`src/rtl/flappy_game_controller.sv`:
```
// Flappy Bird game sequencer: flap button conditioning, IDLE/PLAYING/DYING/GAME_OVER
// control of the pipe and bird blocks, per-frame collision latch and BCD score keeping.
module flappy_game_controller #(
    parameter int DEBOUNCE_CYCLES = 500_000,
    parameter int DEATH_FRAMES    = 60
) (
    input  logic        clk,
    input  logic        reset_n,
    input  logic        btn_flap,
    input  logic        frame_tick,
    input  logic        video_on,
    input  logic        bird_pixel,
    input  logic        pipe_pixel,
    input  logic        floor_hit,
    input  logic        pipe_passed,
    output logic [1:0]  state,
    output logic        pipe_enable,
    output logic        pipe_reset,
    output logic        bird_enable,
    output logic        flap_pulse,
    output logic [11:0] score_bcd,
    output logic [11:0] high_score_bcd,
    output logic        game_over
);

    typedef enum logic [1:0] {
        ST_IDLE      = 2'd0,
        ST_PLAYING   = 2'd1,
        ST_DYING     = 2'd2,
        ST_GAME_OVER = 2'd3
    } state_t;

    localparam int DB_W = $clog2(DEBOUNCE_CYCLES + 1);
    localparam int DF_W = $clog2(DEATH_FRAMES + 1);
    localparam logic [DB_W-1:0] DB_LAST = DB_W'(DEBOUNCE_CYCLES - 1);
    localparam logic [DF_W-1:0] DF_LAST = DF_W'(DEATH_FRAMES - 1);

    state_t            state_q, state_d;
    logic              sync0_q, sync0_d, sync1_q, sync1_d;
    logic [DB_W-1:0]   db_cnt_q, db_cnt_d;
    logic              acc_q, acc_d, acc_dly_q, acc_dly_d;
    logic              flap_q, flap_d;
    logic              coll_q, coll_d;
    logic [DF_W-1:0]   death_cnt_q, death_cnt_d;
    logic [11:0]       score_q, score_d, high_q, high_d;
    logic              pipe_reset_q, pipe_reset_d;
    logic              hit;

    // Three-digit BCD increment, saturating at 999.
    function automatic logic [11:0] bcd_inc(input logic [11:0] v);
        logic [11:0] r;
        r = v;
        if (v != 12'h999) begin
            if (v[3:0] != 4'd9) begin
                r[3:0] = v[3:0] + 4'd1;
            end else begin
                r[3:0] = 4'd0;
                if (v[7:4] != 4'd9) begin
                    r[7:4] = v[7:4] + 4'd1;
                end else begin
                    r[7:4]  = 4'd0;
                    r[11:8] = v[11:8] + 4'd1;
                end
            end
        end
        return r;
    endfunction

    // NOTE: sequential state uses non-blocking (<=) so every flop samples pre-edge values.
    always_ff @(posedge clk or negedge reset_n) begin
        if (!reset_n) state_q <= ST_IDLE;
        else          state_q <= state_d;
    end

    // NOTE: every always_comb output gets a default first so no path can infer a latch.
    always_comb begin
        state_d = state_q;
        unique case (state_q)
            ST_IDLE:      if (flap_q) state_d = ST_PLAYING;
            ST_PLAYING:   if (floor_hit || (frame_tick && coll_q)) state_d = ST_DYING;
            ST_DYING:     if (frame_tick && death_cnt_q == DF_LAST) state_d = ST_GAME_OVER;
            ST_GAME_OVER: if (flap_q) state_d = ST_IDLE;
            default:      state_d = ST_IDLE;
        endcase
    end

    always_comb begin
        state       = state_q;
        pipe_enable = (state_q == ST_PLAYING);
        bird_enable = (state_q == ST_PLAYING) || (state_q == ST_DYING);
        game_over   = (state_q == ST_GAME_OVER);
    end

    always_comb begin
        sync0_d   = btn_flap;
        sync1_d   = sync0_q;
        acc_d     = acc_q;
        db_cnt_d  = '0;
        if (sync1_q != acc_q) begin
            if (db_cnt_q == DB_LAST) acc_d    = sync1_q;
            else                     db_cnt_d = db_cnt_q + DB_W'(1);
        end
        acc_dly_d = acc_q;
        flap_d    = acc_q & ~acc_dly_q;

        // A hit on the frame_tick cycle belongs to the frame that starts next.
        hit    = video_on & bird_pixel & pipe_pixel & (state_q == ST_PLAYING);
        coll_d = frame_tick ? hit : (coll_q | hit);

        death_cnt_d = '0;
        if (state_q == ST_DYING) death_cnt_d = frame_tick ? death_cnt_q + DF_W'(1) : death_cnt_q;

        score_d = score_q;
        if (state_q == ST_IDLE && state_d == ST_PLAYING)   score_d = 12'h000;
        else if (state_q == ST_PLAYING && pipe_passed)     score_d = bcd_inc(score_q);

        high_d = high_q;
        if (state_q == ST_DYING && state_d == ST_GAME_OVER && score_q > high_q) high_d = score_q;

        pipe_reset_d = (state_q == ST_GAME_OVER) && (state_d == ST_IDLE);
    end

    always_ff @(posedge clk or negedge reset_n) begin
        if (!reset_n) begin
            sync0_q      <= 1'b0;
            sync1_q      <= 1'b0;
            db_cnt_q     <= '0;
            acc_q        <= 1'b0;
            acc_dly_q    <= 1'b0;
            flap_q       <= 1'b0;
            coll_q       <= 1'b0;
            death_cnt_q  <= '0;
            score_q      <= 12'h000;
            high_q       <= 12'h000;
            pipe_reset_q <= 1'b0;
        end else begin
            sync0_q      <= sync0_d;
            sync1_q      <= sync1_d;
            db_cnt_q     <= db_cnt_d;
            acc_q        <= acc_d;
            acc_dly_q    <= acc_dly_d;
            flap_q       <= flap_d;
            coll_q       <= coll_d;
            death_cnt_q  <= death_cnt_d;
            score_q      <= score_d;
            high_q       <= high_d;
            pipe_reset_q <= pipe_reset_d;
        end
    end

    assign flap_pulse     = flap_q;
    assign pipe_reset     = pipe_reset_q;
    assign score_bcd      = score_q;
    assign high_score_bcd = high_q;

endmodule

```
`config.mk`:
```
export PLATFORM = sky130hd
export DESIGN_NAME = flappy_game_controller
export DESIGN_NICKNAME = d
export VERILOG_FILES = /design/src/rtl/flappy_game_controller.sv
export SDC_FILE = /design/constraint.sdc
export NUM_CORES = 1
export LEC_CHECK = 0
export CORE_MARGIN = 5
export CORE_UTILIZATION = 35
export CTS_CLUSTER_SIZE = 24
export DETAILED_ROUTE_END_ITERATION = 10
export HOLD_SLACK_MARGIN = 0.05
export MAX_ROUTING_LAYER = met4
export PLACE_DENSITY = 0.66
export RECOVER_POWER = 100
export SLEW_MARGIN = 25
export SYNTH_ARGS = -nofsm -noshare
export SYNTH_HDL_FRONTEND = slang
export SYNTH_SLANG_ARGS = --single-unit
```
`constraint.sdc`:
```
create_clock -name clk -period 2.2 [get_ports clk]
set_input_delay 0.33 -clock clk [delete_from_list [all_inputs] [get_ports clk]]
set_output_delay 0.33 -clock clk [all_outputs]
set_load 0.02 [all_outputs]
```
==> After elaboration in Yosys (flattened, before gate mapping) <==
Cells that the tools add are included.
{ "word_totals": {"elab_cells": 74, "register_bits": 58} }
{ "classes": {"magnitude_cmp": 1, "mux": 17, "add_sub_neg": 5, "eq_ne": 14, "bitwise_logic": 6, "n_reduce_logical": 17} }
{ "ops": {"columns": ["cell", "n"], "rows": [
  ["2-to-1 mux 19 bit", 2],
  ["2-to-1 mux 12 bit", 3],
  ["adder 19 x 1 -> 19 bit (second input constant)", 1],
  ["equality test 19 bit (second input constant)", 1],
  ["adder 4 x 1 -> 4 bit (second input constant)", 3],
  ["> comparator 12 bit", 1],
  ["2-to-1 mux 4 bit", 3],
  ["2-to-1 mux 6 bit", 2],
  ["inequality test 12 bit (second input constant)", 1],
  ["2-to-1 mux 2 bit", 4],
  ["2-to-1 mux 8 bit", 1],
  ["inequality test 4 bit (second input constant)", 2],
  ["one-hot mux 2 bit (4 select lines)", 1],
  ["logical AND 1 bit", 7],
  ["adder 6 x 1 -> 6 bit (second input constant)", 1],
  ["equality test 2 bit (second input constant)", 3],
  ["equality test 6 bit (second input constant)", 1],
  ["inequality test 2 bit (second input constant)", 3],
  ["bitwise AND 1 bit", 4],
  ["equality test 2 x 1 -> 1 bit (second input constant)", 2],
  ["logical NOT 2 bit", 2],
  ["AND reduction 2 bit", 2],
  ["AND reduction 4 bit", 1],
  ["nonzero test 2 bit", 2],
  ["6 further kinds", 7]
]} }

==> Logic depth before layout (Yosys ltp) <==
{ "depth": {"ltp_word": 8, "depth_mapped": 8, "ltp_nobuf": 7} }

==> Worst setup path before layout <==
OpenSTA, ideal clock, no wires.
{ "synth_timing": {"path_kind": "register to register", "from": "register state_q[0] (netlist: state[0])", "to": "register high_q[10] (netlist: high_score_bcd[10])", "setup_ns": 0.125, "path_slack_ns": -0.219, "arrival_ns": 2.294, "path_stages_with_launch": 9, "period_less_slack_ns": 2.419, "path_buffers": 1, "cell_sequence": "dfrtp_1 > inv_1 > ha_1 > nand2b_4 > or4_4 > o211ai_4 > o311ai_4 > buf_6 > mux2_4"} }
{ "synth_between": {"elab_chain_len": 5, "word_cells_on_any_way": 12} }
{ "synth_rtl": {"columns": ["element", "line", "rtl"], "rows": [
  ["start: declaration", "38", "state_t state_q, state_d;"],
  ["start signal: assignment", "72", "else state_q <= state_d;"],
  ["equality test 2 bit (tied with other cells)", "78", "unique case (state_q)"],
  ["one-hot mux 2 bit (4 select lines) *", "78", null],
  ["via state_d[0]", "38", null],
  ["equality test 2 bit *", "118", "if (state_q == ST_DYING && state_d == ST_GAME_OVER && score_q > high_q) high_d = score_q;"],
  ["logical AND 1 bit * (2 in a row)", "118", null],
  ["end signal: assignment", "146", "high_q <= high_d;"],
  ["end: declaration", "45", "logic [11:0] score_q, score_d, high_q, high_d;"]
]} }
The timed path passes the listed nets; every way through them passes the cells marked *.
A chain may end at the register's enable or synchronous reset.

==> Worst setup path in the final report <==
{ "layout_timing": {"from": "register state_q[1] (netlist: state[1])", "to": "register high_q[6] (netlist: high_score_bcd[6])"} }
{ "layout_between": {"elab_chain_len": 5, "word_cells_on_any_way": 12} }
{ "layout_rtl": {"columns": ["element", "line"], "rows": [
  ["equality test 2 bit (tied with other cells)", "78"],
  ["one-hot mux 2 bit (4 select lines) *", "78"],
  ["via state_d[0]", "38"],
  ["equality test 2 bit *", "118"],
  ["logical AND 1 bit * (2 in a row)", "118"]
]} }
Marked as above.

==> results.sh <==
export IMPL_vias_per_cell=4.93
export IMPL_power_density_nw_per_um2=635
export IMPL_p_seq_share_pct=41.5
export IMPL_port_buffers=39
export IMPL_place_hpwl_mm=4.94
export IMPL_multi_input_area_um2=1650
export IMPL_dieArea_um2=10800
export IMPL_postSynthCellCount=301
export IMPL_hold_path_class="reg -> reg"
export IMPL_rsz0062_at_grt="yes"
export IMPL_final_nets=429
export IMPL_rows=34
export IMPL_register_area_um2=1450
export IMPL_clock_latency_ns=0.35
export IMPL_drv_slew=0
export IMPL_fill_cells=796
export IMPL_die_h_um=104
export IMPL_min_period_over_period_pct=99.3
export IMPL_p_total_uw=2760
export IMPL_grt_pass1_wl_mm=11.8
export IMPL_gr_usage_all_layers_pct=13.6
export IMPL_area_delta_synth_final_pct=40.4
export IMPL_clockRootBuffer="clkbuf_8"
export IMPL_synth_most_common_cell="dfrtp_1"
export IMPL_comb_power_share_pct=21.5
export IMPL_critPathLaunchType="flip-flop"
export IMPL_syn_area_per_cell_um2=10.3
export IMPL_synth_seq_area_share_pct=46.9
export IMPL_ir_worst_vdd_v=0.000273
export IMPL_ant_nets=0
export IMPL_pin_count=40
export IMPL_path_class="reg -> reg"
export IMPL_clk_pin_slew_worst_paths_ns=0.08
export IMPL_cap_violations=0
export IMPL_timing_fmax_mhz=458
export IMPL_h_tree_depth=3
export IMPL_sw_frac_of_total_pct=30.8
export IMPL_setup_viol=0
export IMPL_p_int_uw=1910
export IMPL_synthArstFlopShare_pct=100
export IMPL_pre_cts_ws_ns=-0.101
export IMPL_pwr_share_clk_pct=37.0
export IMPL_p_sw_uw=850
export IMPL_crit_required_ns=2.44
export IMPL_netlist_area_um2=3090
export IMPL_skew_ns=0.0120
export IMPL_leakage_uw=0.00204
export IMPL_worstMarginPinSlew_ns=1.27
export IMPL_yosysWarningCount=0
export IMPL_synth_top_cell_area_share_pct=46.9
export IMPL_synth_edf_count=0
export IMPL_dr_first_iter_drc_count=79
export IMPL_coreArea_um2=8680
export IMPL_ys_seq_elements=58
export IMPL_cts_path_max_buffers=2
export IMPL_grt_pass1_vias=2563
export IMPL_antenna_found_initial=0
export IMPL_synth_ff_type="dfrtp_1"
export IMPL_ys_top_cells_by_area="dfrtp_1, ha_1, nor2_1, xor2_1, mux2_4"
export IMPL_via_count=2505
export IMPL_die_w_um=104
export IMPL_first_pass_iters=4
export IMPL_fin_crit_ns=2.18
export IMPL_yosys_top_cells_count="dfrtp_1, nor2_1, inv_1, ha_1, nand2_1"
export IMPL_grt_overflow=0
export IMPL_numCtsBuffers=9
export IMPL_wl_per_cell_um=14.1
export IMPL_diodes=0
export IMPL_grt_max_degree=59
export IMPL_clock_sinks=58
export IMPL_cp_max_fo=6
export IMPL_gp_congestion=0.819
export IMPL_status="finished, final reports clean"
export IMPL_setup_slack_ns=0.0158
export IMPL_syn_nets=335
export IMPL_synth_top_area_cell="dfrtp_1"
export IMPL_initial_utilization_pct=35.6
export IMPL_drc=0
export IMPL_drt_total_wl_mm=7.15
export IMPL_synth_cell_types=42
export IMPL_drive_gt1_share_pct=25.8
export IMPL_arrival_ns=2.43
export IMPL_cp_end_kind="flip-flop"
export IMPL_utilization_pct=50.0
export IMPL_cts_tree="yes"
export IMPL_relSlewSlack_pct=15.6
export IMPL_hold_viol=0
==> timing repair <==
| action | in CTS | in global routing |
|---|---|---|
| pin swaps | 0 | 4 |
| setup endpoints to repair | 8 | 19 |
| endpoints found under the hold margin | 58 | 0 |
| buffers inserted | 0 | 7 |
| resized for setup | 1 | 20 |
| hold buffers | 1 | 0 |
| cloned | 0 | 1 |
==> power by group through the flow <==
stage | clock (uW) | combinational [uW] | sequential (uW)
3_3_place_gp | 0 | 536 | 1160
3_5_place_dp | 0 | 545 | 1160
5_1_grt | 1090 | 654 | 1150
2_1_floorplan | 0 | 230 | 1210
4_1_cts | 1040 | 557 | 1140
6_report | 1020 | 593 | 1140
==> sequential cells by signal, indices dropped and copies added (netlist names) <==
| name | count |
|---|---|
| sync1_q | 1 |
| coll_q | 1 |
| state | 2 |
| flap_pulse | 1 |
| death_cnt_q | 6 |
| pipe_reset | 1 |
| acc_dly_q | 1 |
| score_bcd | 12 |
| db_cnt_q | 19 |
| sync0_q | 1 |
| high_score_bcd | 12 |
| acc_dly_d | 1 |
==> path summary, 6_finish.rpt <==
path / slack [ns] / startpoint / cells past startpoint / end
min in group asynchronous: 0.88 / reset_n / 3 / db_cnt_q[8]
max in group asynchronous: 0.46 / reset_n / 3 / state[0]
worst min-delay path: 0.36 / sync0_q / 0 / sync1_q
worst max register to register: 0.02 / state[1] / 8 / high_score_bcd[6]
worst max-delay path: 0.02 / state[1] / 8 / high_score_bcd[6]
worst min register to register: 0.36 / sync0_q / 0 / sync1_q
==> through the flow <==
| step | instance area [um^2] | cells | hold slack [ns] | setup TNS [ns] |
|---|---|---|---|---|
| final | 4340 | 508 | 0.357 | 0 |
| after detailed placement | 3950 | 483 | 0.339 | -0.740 |
| after global placement | 3950 | 483 | 0.335 | -0.419 |
| after floorplan | 3130 | 301 | 0.0344 | 0 |
| after global routing | 4340 | 508 | 0.370 | -0.114 |
| after CTS | 4160 | 500 | 0.357 | 0 |
==> worst max-delay path, cell delays in order, from the launching register on <==
cell and delay (ns):
dfrtp_2 0.44, inv_4 0.06, ha_4 0.16, nand2b_4 0.13, or4_4 0.49, o211ai_4 0.12, o311ai_4 0.18, clkbuf_16 0.20
mux2_4 0.29
==> routing by layer <==
metal / up-vias / part of all wire, % / global-route usage [%]
li1: 1208 / - / -
met2: 63 / 48 / 20.8
met1: 1215 / 45 / 16.8
met5: - / 0 / -
met3: 19 / 4.7 / 3.66
met4: 0 / 2.5 / 6.29
==> kinds of logic (layout without fill, tap and decap cells) <==
group / count (synthesis) / in the layout / share of synthesized area [%]
buffers and inverters: 31 / 130 / 4.09
muxes: 15 / 15 / 6.11
DFF: 58 / 58 / 46.9
xor gates and xnor gates: 25 / 25 / 7.08
and+or+nand+nor: 117 / 117 / 18.8
adders and majority gates: 25 / 25 / 10.1
AOI/OAI and AO/OA: 30 / 30 / 6.88
==> cell usage in the layout, fill, tap and decap left out, types with 3 or more instances in the layout <==
cell type	n
inv_1	23
clkinvlp_4	3
nand3_1	13
a21oi_1	10
mux2_4	7
and3_1	3
ha_4	6
mux2i_1	5
o21ai_0	6
nor4_1	4
dfrtp_1	56
mux2_2	3
nand4_1	9
nor3_1	4
clkbuf_8	9
nand2_1	15
dlymetal6s2s_1	3
or3_1	3
clkdlybuf4s50_1	34
nor2b_1	3
xor2_1	15
buf_4	44
ha_1	19
nor2_1	46
xnor2_1	10
a21oi_2	3
==> layout make-up <==
class / instances / area share (%)
flip-flops and latches: 58 / 33.5
clock buffers: 9 / 2.85
multi-input cells: 212 / 38.1
well taps: 108 / 3.11
inverters: 26 / 2.36
clock inverters: 7 / 1.82
repair buffers: 88 / 18.3
Power figures use the tool's default switching activity.
==> RTL change 1 (same settings) <==
`DEATH_FRAMES`: 60 -> 30.
--- a/src/rtl/flappy_game_controller.sv
+++ b/src/rtl/flappy_game_controller.sv
@@ -4,3 +4,3 @@
     parameter int DEBOUNCE_CYCLES = 500_000,
-    parameter int DEATH_FRAMES    = 60
+    parameter int DEATH_FRAMES    = 30
 ) (
Check against the original RTL: same outputs for any inputs over 10 cycles, from zero or initial values and one cycle with reset_n low; that may be too few to reach the edited logic, so the function may still have changed.
==> RTL change 1 against the unedited design <==
Power decreased by 7.5%; final area down 3.3%; sequential cell count fell by 1; count of clock-buffer cells in the layout is the same; area after synthesis grew 0.45%; synthesized cell count rose by 1.3%; worst setup slack better by 0.015 ns; non-clock buffer count decreased by 8; wire length down 5.9%; die area is 0.40% higher; combinational power shrank 42%; clock skew rose by 0.0065 ns; critical path type unchanged.
==> RTL change 1: results (changes against the unedited design) <==
status completed; Post-DP Area 3870 µm² (-1.9%); Commonest cells post-synth dfrtp_1 (57), nor2_1 (39), ha_1 (26), inv_1 (26), nand2_1 (19); Cells after Synth 305 (+1.3%); Worst-Margin Slew 1.38 ns (+0.109 ns); met2 wire len 3.31 mm (-3.9%); Crit Path Max Fanout 12 (+6); drt via density 4.81 (-2.4%); number of global-route vias before repair 2482 (-3.2%); Routed wire per std cell 13.4 µm (-4.8%); dpl hpwl 4.88 mm (-1.2%); M1 GR Usage 16.2% (-0.66 points); syn nets 340 (+1.5%); Synth Area in Compound Gates 6.49% (-0.39 points); Worst Skew 0.0185 ns (+0.00653 ns); layout cell share with drive strength beyond 1 19.8% (-6.0 points); maximum vdd drop 0.000416 V (+52%); asr flop ratio synth 100% (unchanged); Cells after DPL 481 (-0.41%); pre-CTS setup slack -0.0787 ns (+0.0222 ns); leakage 1.90 nW (-6.9%); met3 WL 314 µm (-7.4%); mux cell area share after synthesis 5.44% (-0.67 points); Initial DRC Count 41 (-48%); minimum hold slack 0.355 ns (-0.00110 ns); RD Place Congestion 0.835 (+1.9%); first-pass GRT wire length 11.5 mm (-2.5%); # fillers 812 (+2.0%); M3 GR Usage 3.91% (+0.25 points); Seq pwr share 42.9% (+1.4 points); final period utilization 98.6% (-0.66 points); sequential area share after synthesis 45.9% (-1.0 points); Netlist cell types 44 (+4.8%); post-synthesis xor/xnor area fraction 7.33% (+0.25 points); ranking of synthesized cells by area dfrtp_1 (46%), ha_1 (10%), xnor2_1 (4.8%); RR Endpoint high_score_bcd[0]; fin nets 424 (-1.2%); Post-Synth Adder-Cell Area 10.5% (+0.36 points); M1 WL 3.02 mm (-5.5%); GR Util All Layers 13.0% (-0.57 points); combinational power share 13.5% (-8.0 points); power per cell area 608 nW/µm² (-4.3%); Max stage delay cell, worst path or4_1
## RTL change 1: cell count changes after synthesis, sizes merged, moves of 3 or more
cell	change
and2	+7
nor2	-7
xnor2	+7
xor2	-6
and3	-3
and4	+3
nand2	+3
nand3	-3
## RTL change 1: final cells by class
type	count	area (µm²)	area share, %
clock inverters	7	103	2.44
repair buffers	80	703	16.8
clock buffers	9	124	2.95
inverters	26	97.6	2.33
well taps	108	135	3.22
multi-input cells	215	1610	38.3
flip-flops and latches	57	1430	34.0
## RTL change 1: worst register-to-register path: cells and delay by family (launching register included)
kind | cells | cell delay (ns)
compound gates | 1 | 0.06
flops | 1 | 0.42
mux | 1 | 0.31
fa+ha+maj | 1 | 0.29
simple gates | 3 | 0.82
buf+inv | 1 | 0.16
## RTL change 1: repair_timing
action	in CTS	in global routing
hold buffers	1	0
resized for setup	4	5
setup buffers	3	1
setup endpoints to repair	10	9
pin swaps	4	3
endpoints found under the hold margin	24	0
==> RTL change 2 (same settings) <==
Made on the original files. Add an input register stage for `bird_pixel`; this delays it by one clock. The other inputs are not delayed to match.
--- a/src/rtl/flappy_game_controller.sv
+++ b/src/rtl/flappy_game_controller.sv
@@ -36,2 +36,8 @@
     localparam logic [DF_W-1:0] DF_LAST = DF_W'(DEATH_FRAMES - 1);
+
+    logic bird_pixel_q;
+
+    always_ff @(posedge clk) begin
+        bird_pixel_q <= bird_pixel;
+    end
 
@@ -106,3 +112,3 @@
         // A hit on the frame_tick cycle belongs to the frame that starts next.
-        hit    = video_on & bird_pixel & pipe_pixel & (state_q == ST_PLAYING);
+        hit    = video_on & bird_pixel_q & pipe_pixel & (state_q == ST_PLAYING);
         coll_d = frame_tick ? hit : (coll_q | hit);
Formal check against the unedited RTL: no difference found for any inputs over 10 cycles, from zero or initial values and one cycle with reset_n low; that may be too few to reach the edited logic, so the function may still have changed.
==> RTL change 2 against the unedited design <==
Power rose by 4.7%; clock power increased by 4%; final area decreased by 4.2%; sequential cell count up 1; non-clock buffer count down 15; wire length decreased by 5.0%; count of clock-buffer cells in the layout up 2; area after synthesis increased by 1.2%; worst setup slack improved by 0.063 ns; largest power group unchanged.
==> RTL change 2: results (changes against the unedited design) <==
status completed; Seq pwr share 40.6% (-0.9 points); Buffers excl. clock 73 (-17%); Top delay family on crit path compound AO/OA/AOI/OAI gates; Initial DRC Count 66 (-16%); register area 1470 µm² (+1.3%); maximum vdd drop 0.000337 V (+23%); RD Place Congestion 0.838 (+2.3%); Cells after DPL 475 (-1.7%); Routed WL 6.79 mm (-5.0%); Non-Clock Buffer Area Fraction 15.6% (-2.7 points); M3 GR Usage 4.25% (+0.59 points); Multi-input gate area 1600 µm² (-3.3%); dpl hpwl 5.00 mm (+1.2%); M1 GR Usage 15.9% (-0.92 points); Synth Cell Area 3130 µm² (+1.2%); # fillers 786 (-1.3%); Post-DP Area 3860 µm² (-2.2%); met2 wire len 3.38 mm (-1.8%); multi-input logic portion of the cell area 38.4% (+0.36 points); grt met2 use 21.9% (+1.1 points); Clock Power Share 36.8% (-0.2 points); drt via density 4.85 (-1.6%); layout cell share with drive strength beyond 1 18.1% (-7.6 points); Inverters, non-clock 25 (-3.8%); fin nets 415 (-3.3%); Worst Skew 0.00875 ns (-0.00327 ns); ranking of synthesized cells by area dfrtp_1 (46%), ha_1 (10%), nor2_1 (5.4%); CP peak stage delay 0.39 ns (-0.10 ns); antenna violations before repair 0 (unchanged); multi-input combinational cell count 213 (+0.47%); Commonest cells post-synth dfrtp_1 (58), nor2_1 (45), ha_1 (25), inv_1 (25), nand2_1 (19); largest net degree at the start of global routing 30 (-49%); first-pass GRT wire length 11.8 mm (-0.64%); CP arrival 2.35 ns (-0.08 ns); GR Util All Layers 13.5% (-0.12 points); ClkCell Share 5.03% (+0.36 points); total number of sequential cells 59 (+1.7%); non-filler cells, final 494 (-2.8%); Netlist cell types 43 (+2.4%); sequential area share after synthesis 47.0% (+0.095 points); max reg flops 19 (unchanged); 1st-pass router iterations 5 (+1); met3 WL 277 µm (-18%); Worst-Margin Slew 0.717 ns (-0.549 ns); syn nets 336 (+0.30%); Max stage delay cell, worst path dfrtp_1; M1 WL 3.02 mm (-5.5%); Cells after Synth 302 (+0.33%); asr flop ratio synth 98.3% (-1.7 points); worst skew pair latency 0.34 ns; Switching Share 29.4% (-1.4 points); leakage 1.99 nW (-2.3%); clock buf count 11 (+2); internal power 2.04 mW (+6.8%); number of global-route vias before repair 2462 (-3.9%)
==> RTL change 2: changes by cell type in the layout (fill, tap and decap cells not counted), moves of 3 or more <==
cell / before / now
buf_4: 44 / 27
clkbuf_1: 0 / 4
clkdlybuf4s50_1: 34 / 6
dlygate4sd3_1: 2 / 33
dlymetal6s2s_1: 3 / 0
ha_4: 6 / 3
nand2_1: 15 / 19
==> RTL change 2: cells by family (layout without fill, tap and decap cells) <==
group | count (synthesis) | in the layout | share of synthesized area, %
and+or+nand+nor | 116 | 116 | 18.6
DFF | 59 | 59 | 47.0
AOI/OAI and AO/OA | 32 | 32 | 7.12
buffers and inverters | 30 | 114 | 4.20
adders and majority gates | 25 | 25 | 10.0
xor gates and xnor gates | 25 | 25 | 7.00
muxes | 15 | 15 | 6.04
==> RTL change 2: final timing paths <==
check / from / endpoint / slack (ns)
worst max-delay path: score_bcd[10] / high_score_bcd[4] / 0.08
worst min-delay path: sync0_q / sync1_q / 0.35
worst max register to register: score_bcd[10] / high_score_bcd[4] / 0.08
worst min register to register: sync0_q / sync1_q / 0.35
max in group asynchronous: reset_n / db_cnt_q[12] / 0.47
min in group asynchronous: reset_n / score_bcd[9] / 0.56
==> RTL change 2: timing repair <==
item | CTS | global route
hold buffers | 1 | 0
setup endpoints to repair | 12 | 22
resized for setup | 3 | 8
endpoints found under the hold margin | 23 | 0
buffers inserted | 2 | 0
pin swaps | 1 | 3
==> RTL change 2: through the flow <==
step | hold slack, ns | power [mW] | setup slack, ns
finish | 0.349 | 2.89 | 0.0790
detailed placement | 0.336 | 1.84 | -0.270
CTS | 0.353 | 2.94 | 0.0238
floorplan | 0.0344 | 1.53 | 0.0111
global route | 0.377 | 3.04 | 0.000457
global placement | 0.334 | 1.82 | -0.246
